### config.mk
export PLATFORM = sky130hd
export DESIGN_NAME = uart_rx_oversampler
export DESIGN_NICKNAME = d
export VERILOG_FILES = /design/src/rtl/uart_rx_oversampler.sv
export SDC_FILE = /design/constraint.sdc
export NUM_CORES = 1
export LEC_CHECK = 0
export ABC_CLOCK_PERIOD_IN_PS = 5900
export CAP_MARGIN = 25
export CORE_ASPECT_RATIO = 1.1
export CORE_MARGIN = 2
export CORE_UTILIZATION = 35
export CTS_CLUSTER_SIZE = 24
export DETAILED_ROUTE_END_ITERATION = 7
export GPL_ROUTABILITY_DRIVEN = 0
export GPL_TIMING_DRIVEN = 0
export PLACE_DENSITY_LB_ADDON = 0.05
export SETUP_SLACK_MARGIN = 0.2
export SYNTH_ARGS = -nofsm -noshare
export SYNTH_HDL_FRONTEND = slang
export SYNTH_SLANG_ARGS = --single-unit
### constraint.sdc
create_clock -name Clock_100MHz -period 5.9 [get_ports Clock_100MHz]
set_input_delay 1.77 -clock Clock_100MHz [delete_from_list [all_inputs] [get_ports Clock_100MHz]]
set_output_delay 1.77 -clock Clock_100MHz [all_outputs]
set_load 0.02 [all_outputs]
### src/rtl/uart_rx_oversampler.sv
`default_nettype none
// ============================================================================
// Module      : uart_rx_oversampler
// Description : 16x-oversampled UART receiver. The raw serial pin is
//               synchronized, then sampled 16 times per bit. Each bit value
//               is the 2-of-3 majority of the samples taken at sub-ticks
//               7, 8 and 9, which rejects glitches and false starts. It
//               produces one parallel byte per frame with a single-cycle
//               valid strobe.
//               Optional feature macro: UART_RX_PARITY_EN. When it is
//               defined, an even-parity bit is expected after the data bits
//               and a Parity_Error output is added.
// Ports       : Clock_100MHz  - system clock, rising edge
//               Reset         - synchronous, active-high reset
//               TXD           - asynchronous serial line, idle high
//               UART_Data     - last good byte, LSB = first bit received
//               Data_Valid    - 1-cycle pulse, UART_Data updated on same edge
//               Framing_Error - 1-cycle pulse, stop bit sampled low
//               Busy          - high whenever the receiver is not idle
//               Parity_Error  - 1-cycle pulse on even-parity mismatch
//                               (only with UART_RX_PARITY_EN)
// Revision    : 1.0 - initial release
// ============================================================================
module uart_rx_oversampler #(
    parameter int unsigned CLK_FREQ_HZ = 100_000_000,
    parameter int unsigned BAUD_RATE   = 9_600,
    parameter int unsigned DATA_BITS   = 8
) (
    input  logic                 Clock_100MHz,
    input  logic                 Reset,
    input  logic                 TXD,
    output logic [DATA_BITS-1:0] UART_Data,
    output logic                 Data_Valid,
    output logic                 Framing_Error,
    output logic                 Busy
`ifdef UART_RX_PARITY_EN
    ,
    output logic                 Parity_Error
`endif
);

    localparam int unsigned OVS_DIV = CLK_FREQ_HZ / (BAUD_RATE * 16);
    localparam int unsigned c_DIV_W = (OVS_DIV > 1) ? $clog2(OVS_DIV) : 1;
    localparam logic [c_DIV_W-1:0] c_DIV_LAST = c_DIV_W'(OVS_DIV - 1);
    localparam logic [2:0] c_BIT_LAST = 3'(DATA_BITS - 1);

    typedef enum logic [2:0] {
        S_IDLE   = 3'd0,
        S_START  = 3'd1,
        S_DATA   = 3'd2,
        S_PARITY = 3'd3,
        S_STOP   = 3'd4,
        S_BREAK  = 3'd5
    } state_t;

    state_t                 state_q;
    logic                   sync1_q;
    logic                   rxs_q;
    logic [c_DIV_W-1:0]     div_q;
    logic [3:0]             sub_q;
    logic [2:0]             bit_q;
    logic                   v7_q;
    logic                   v8_q;
    logic                   vote_q;
    logic [DATA_BITS-1:0]   shift_q;
    logic [3:0]             brk_cnt_q;
`ifdef UART_RX_PARITY_EN
    logic                   parity_q;
`endif

    logic w_tick;
    logic w_maj;

    assign w_tick = (div_q == c_DIV_LAST);
    // Majority vote is resolved on the sub-tick 9 sample, using the two
    // earlier samples held in v7_q/v8_q and the live synchronized line.
    assign w_maj  = (v7_q & v8_q) | (v7_q & rxs_q) | (v8_q & rxs_q);
    assign Busy   = (state_q != S_IDLE);

    // Two-flop synchronizer; idles high like the line itself.
    always_ff @(posedge Clock_100MHz) begin
        if (Reset) begin
            sync1_q <= 1'b1;
            rxs_q   <= 1'b1;
        end else begin
            sync1_q <= TXD;
            rxs_q   <= sync1_q;
        end
    end

    always_ff @(posedge Clock_100MHz) begin
        if (Reset) begin
            state_q       <= S_IDLE;
            div_q         <= '0;
            sub_q         <= 4'd0;
            bit_q         <= 3'd0;
            v7_q          <= 1'b0;
            v8_q          <= 1'b0;
            vote_q        <= 1'b0;
            shift_q       <= '0;
            brk_cnt_q     <= 4'd0;
            UART_Data     <= '0;
            Data_Valid    <= 1'b0;
            Framing_Error <= 1'b0;
`ifdef UART_RX_PARITY_EN
            parity_q      <= 1'b0;
            Parity_Error  <= 1'b0;
`endif
        end else begin
            Data_Valid    <= 1'b0;
            Framing_Error <= 1'b0;
`ifdef UART_RX_PARITY_EN
            Parity_Error  <= 1'b0;
`endif

            // Oversample divider; restarting it on the start edge puts the
            // sub-tick samples at a fixed offset from the falling edge.
            if (state_q == S_IDLE && !rxs_q) begin
                div_q <= '0;
            end else if (w_tick) begin
                div_q <= '0;
            end else begin
                div_q <= div_q + 1'b1;
            end

            if (w_tick && state_q != S_IDLE) begin
                sub_q <= sub_q + 4'd1;
                if (sub_q == 4'd7) v7_q   <= rxs_q;
                if (sub_q == 4'd8) v8_q   <= rxs_q;
                if (sub_q == 4'd9) vote_q <= w_maj;
            end

            case (state_q)
                S_IDLE: begin
                    if (!rxs_q) begin
                        state_q <= S_START;
                        sub_q   <= 4'd0;
                    end
                end

                S_START: begin
                    if (w_tick) begin
                        if (sub_q == 4'd9 && w_maj) begin
                            state_q <= S_IDLE;      // false start
                        end else if (sub_q == 4'd15) begin
                            state_q <= S_DATA;
                            bit_q   <= 3'd0;
                        end
                    end
                end

                S_DATA: begin
                    if (w_tick && sub_q == 4'd15) begin
                        shift_q <= {vote_q, shift_q[DATA_BITS-1:1]};
                        if (bit_q == c_BIT_LAST) begin
`ifdef UART_RX_PARITY_EN
                            state_q <= S_PARITY;
`else
                            state_q <= S_STOP;
`endif
                        end else begin
                            bit_q <= bit_q + 3'd1;
                        end
                    end
                end

`ifdef UART_RX_PARITY_EN
                S_PARITY: begin
                    if (w_tick && sub_q == 4'd15) begin
                        parity_q <= vote_q;
                        state_q  <= S_STOP;
                    end
                end
`endif

                // Decided mid stop bit so a following start edge is caught
                // even with zero idle time between frames.
                S_STOP: begin
                    if (w_tick && sub_q == 4'd9) begin
                        if (w_maj) begin
                            state_q <= S_IDLE;
`ifdef UART_RX_PARITY_EN
                            if (^{shift_q, parity_q}) begin
                                Parity_Error <= 1'b1;
                            end else begin
                                UART_Data  <= shift_q;
                                Data_Valid <= 1'b1;
                            end
`else
                            UART_Data  <= shift_q;
                            Data_Valid <= 1'b1;
`endif
                        end else begin
                            Framing_Error <= 1'b1;
                            state_q       <= S_BREAK;
                            brk_cnt_q     <= 4'd0;
                        end
                    end
                end

                // Held-low line: wait for 16 consecutive high ticks so a
                // break produces only the single error pulse above.
                S_BREAK: begin
                    if (w_tick) begin
                        if (rxs_q) begin
                            if (brk_cnt_q == 4'd15) begin
                                state_q <= S_IDLE;
                            end else begin
                                brk_cnt_q <= brk_cnt_q + 4'd1;
                            end
                        end else begin
                            brk_cnt_q <= 4'd0;
                        end
                    end
                end

                default: begin
                    state_q <= S_IDLE;
                end
            endcase
        end
    end

endmodule
`default_nettype wire

==> results.sh <==
export IMPL_track_usage_pct=13.5
export IMPL_drive_above_1_share_pct=9.39
export IMPL_area_growth_pct=16.8
export IMPL_grt_max_degree=15
export IMPL_ff2ff_path_depth=5
export IMPL_nNetsFinal=255
export IMPL_max_freq_ghz=0.283
export IMPL_tightest_slew_ns=0.852
export IMPL_drt_pass1_iterations=4
export IMPL_worst_slack_ns=2.37
export IMPL_dieHeight_um=86.0
export IMPL_pwr_density_cell_nw_per_um2=278
export IMPL_crit_path_start="state_q[2]$_SDFFE_PP0P_"
export IMPL_drt_wl_total_mm=4.09
export IMPL_numCtsBuffers=5
export IMPL_synth_edf_count=0
export IMPL_layout_common_cells="47 x dfxtp_1, 42 x nor2_1, 21 x mux2i_1"
export IMPL_status="completed"
export IMPL_htree_levels=2
export IMPL_drt_antenna_violating_nets=0
export IMPL_timing_rr_start="div_q[3]$_SDFF_PP0_"
export IMPL_grt_overflow=0
export IMPL_final_period_utilization_pct=59.8
export IMPL_drv_slew=0
export IMPL_crit_path_end_kind="primary output"
export IMPL_cp_start_kind="flop"
export IMPL_fin_skew_ns=0.00633
export IMPL_post_cts_resized=0
export IMPL_fp_coreArea_um2=5840
export IMPL_reg2reg_setup_slack_ns=3.65
export IMPL_rsz0062_at_grt="false"
export IMPL_root_buffer="clkbuf_8"
export IMPL_initial_core_util_pct=36.6
export IMPL_route_detailed_wl_per_inst_um=12.7
export IMPL_synth_fp_nets=235
export IMPL_place_detailed_hpwl_mm=2.97
export IMPL_yosys_warnings=0
export IMPL_synth_seq_area_share_pct=44.0
export IMPL_cts_tree="built"
export IMPL_n_antenna_cell=0
export IMPL_ctsHoldBuffers=0
export IMPL_arrival_ns=1.76
export IMPL_power_leakage_nw=0.944
export IMPL_mappedNetlistArea_um2=2140
export IMPL_clkTransAtPathRegs_ns=0.08
export IMPL_die_area_um2=6750
export IMPL_total_power_mw=0.695
export IMPL_vias=1560
export IMPL_clk_latency_ns=0.30
export IMPL_post_cts_buffers=0
export IMPL_whs_path_depth=1
export IMPL_fin_tns_setup_ns=0
export IMPL_ys_ff_latch=47
export IMPL_setup_viol=0
export IMPL_worstSetupPathType="reg2out"
export IMPL_placementRows=29
export IMPL_hold_class="reg2reg"
export IMPL_crit_fanout=10
export IMPL_io_pin_count=14
export IMPL_grt_pass1_vias=1556
export IMPL_port_buffers=13
export IMPL_relSlewSlack_pct=43.0
export IMPL_clk_path_buf_depth=2
export IMPL_required_ns=4.13
export IMPL_drtIter0Drc=70
export IMPL_syn_inst=224
export IMPL_synth_avg_cell_area_um2=9.55
export IMPL_synth_cell_types=46
export IMPL_clock_sinks=47
export IMPL_layout_commonest_cell="dfxtp_1"
export IMPL_synth_ff_type="dfxtp_1"
export IMPL_hp_start="sync1_q$_SDFF_PP1_"
export IMPL_dp_slack_ns=2.31
export IMPL_vdd_drop_max_mv=0.104
export IMPL_antenna_found_initial=0
export IMPL_finalCriticalPeriod_ns=3.53
export IMPL_ys_async_sr_fraction_pct=0
export IMPL_drc_errors=0
export IMPL_hold_viol=0
export IMPL_dieWidth_um=78.5
export IMPL_grt_pass1_wl_mm=7.35
export IMPL_drv_cap=0
export IMPL_vias_per_cell=4.84
[cell families (layout without fill, tap and decap cells)]
logic type	after synthesis	count (layout)	share of synthesized area, %
and+or+nand+nor	100	100	25.5
DFF	47	47	44.0
buffers and inverters	15	36	2.75
xor gates and xnor gates	11	11	4.51
adders and majority gates	9	9	5.15
AOI/OAI and AO/OA	20	20	7.72
muxes	22	22	10.4
[worst paths after layout]
check | end
setup / recovery | Busy
hold / removal | rxs_q$_SDFF_PP1_
setup reg to reg | state_q[0]$_SDFFE_PP0P_
hold reg to reg | rxs_q$_SDFF_PP1_
[report_power, final]
part / internal [mW] / total [mW] / switching, mW
Sequential: 0.324 / 0.331 / 0.00625
Clock: 0.169 / 0.276 / 0.106
Combinational: 0.0365 / 0.0885 / 0.0521
[final cells by class]
class                   count  area, µm²
fillers                   569       3340
multi-input cells         162       1140
flip-flops and latches     47        941
repair buffers             13        130
well taps                  77       96.3
clock buffers               6       72.6
clock inverters             2       60.1
plain buffers               8       32.5
inverters                   7       26.3
[metal layers]
| layer | part of all wire [%] | up-vias | global-route usage, % |
|---|---|---|---|
| li1 | - | 814 | - |
| met1 | 51 | 716 | 17.6 |
| met3 | 2.6 | 7 | 2.84 |
| met4 | 1.5 | 0 | 4.31 |
| met5 | 0 | - | 0 |
| met2 | 45 | 23 | 22.3 |
[cells in the mapped netlist, types with 2 or more instances]
| cell | number | area (µm²) |
|---|---|---|
| nor3_1 | 2 | 10.0 |
| o2111ai_1 | 2 | 17.5 |
| or3b_2 | 2 | 17.5 |
| and3_1 | 4 | 25.0 |
| dfxtp_1 | 47 | 941 |
| nor2_1 | 42 | 158 |
| or2_2 | 3 | 18.8 |
| xnor2_1 | 6 | 52.6 |
| inv_1 | 7 | 26.3 |
| nand2_1 | 14 | 52.6 |
| a21oi_1 | 3 | 15.0 |
| nand4b_1 | 4 | 35.0 |
| o41ai_1 | 2 | 17.5 |
| mux2i_1 | 21 | 210 |
| ha_1 | 8 | 100 |
| nor2b_1 | 2 | 12.5 |
| nand4_1 | 2 | 12.5 |
| nand2b_1 | 2 | 12.5 |
| xor2_1 | 5 | 43.8 |
| buf_2 | 2 | 10.0 |
| o21ai_0 | 4 | 20.0 |
| clkbuf_1 | 6 | 22.5 |
| nand3_1 | 11 | 55.1 |
[worst max-delay path, stage by stage (launching register included)]
cell	delay (ns)
dfxtp_1	0.31
buf_2	0.17
or3_1	0.41
clkdlybuf4s50_1	0.57
[per-stage QoR]
stage               cell area [µm²]  instances  utilization [%]  hold WS [ns]
floorplan                      2140        224                -         0.389
global route                   2500        322             42.8         0.451
detailed placement             2360        314             40.5         0.412
global placement               2360        314             40.5         0.415
finish                         2500        322             42.8         0.437
CTS                            2500        322             42.8         0.442
[registers in the layout, summed over array words and instances (netlist names), 3 cells and up]
name	count
UART_Data	8
bit_q	3
brk_cnt_q	4
div_q	10
shift_q	8
state_q	3
sub_q	4
No activity file was read; power rests on OpenSTA's default activity.
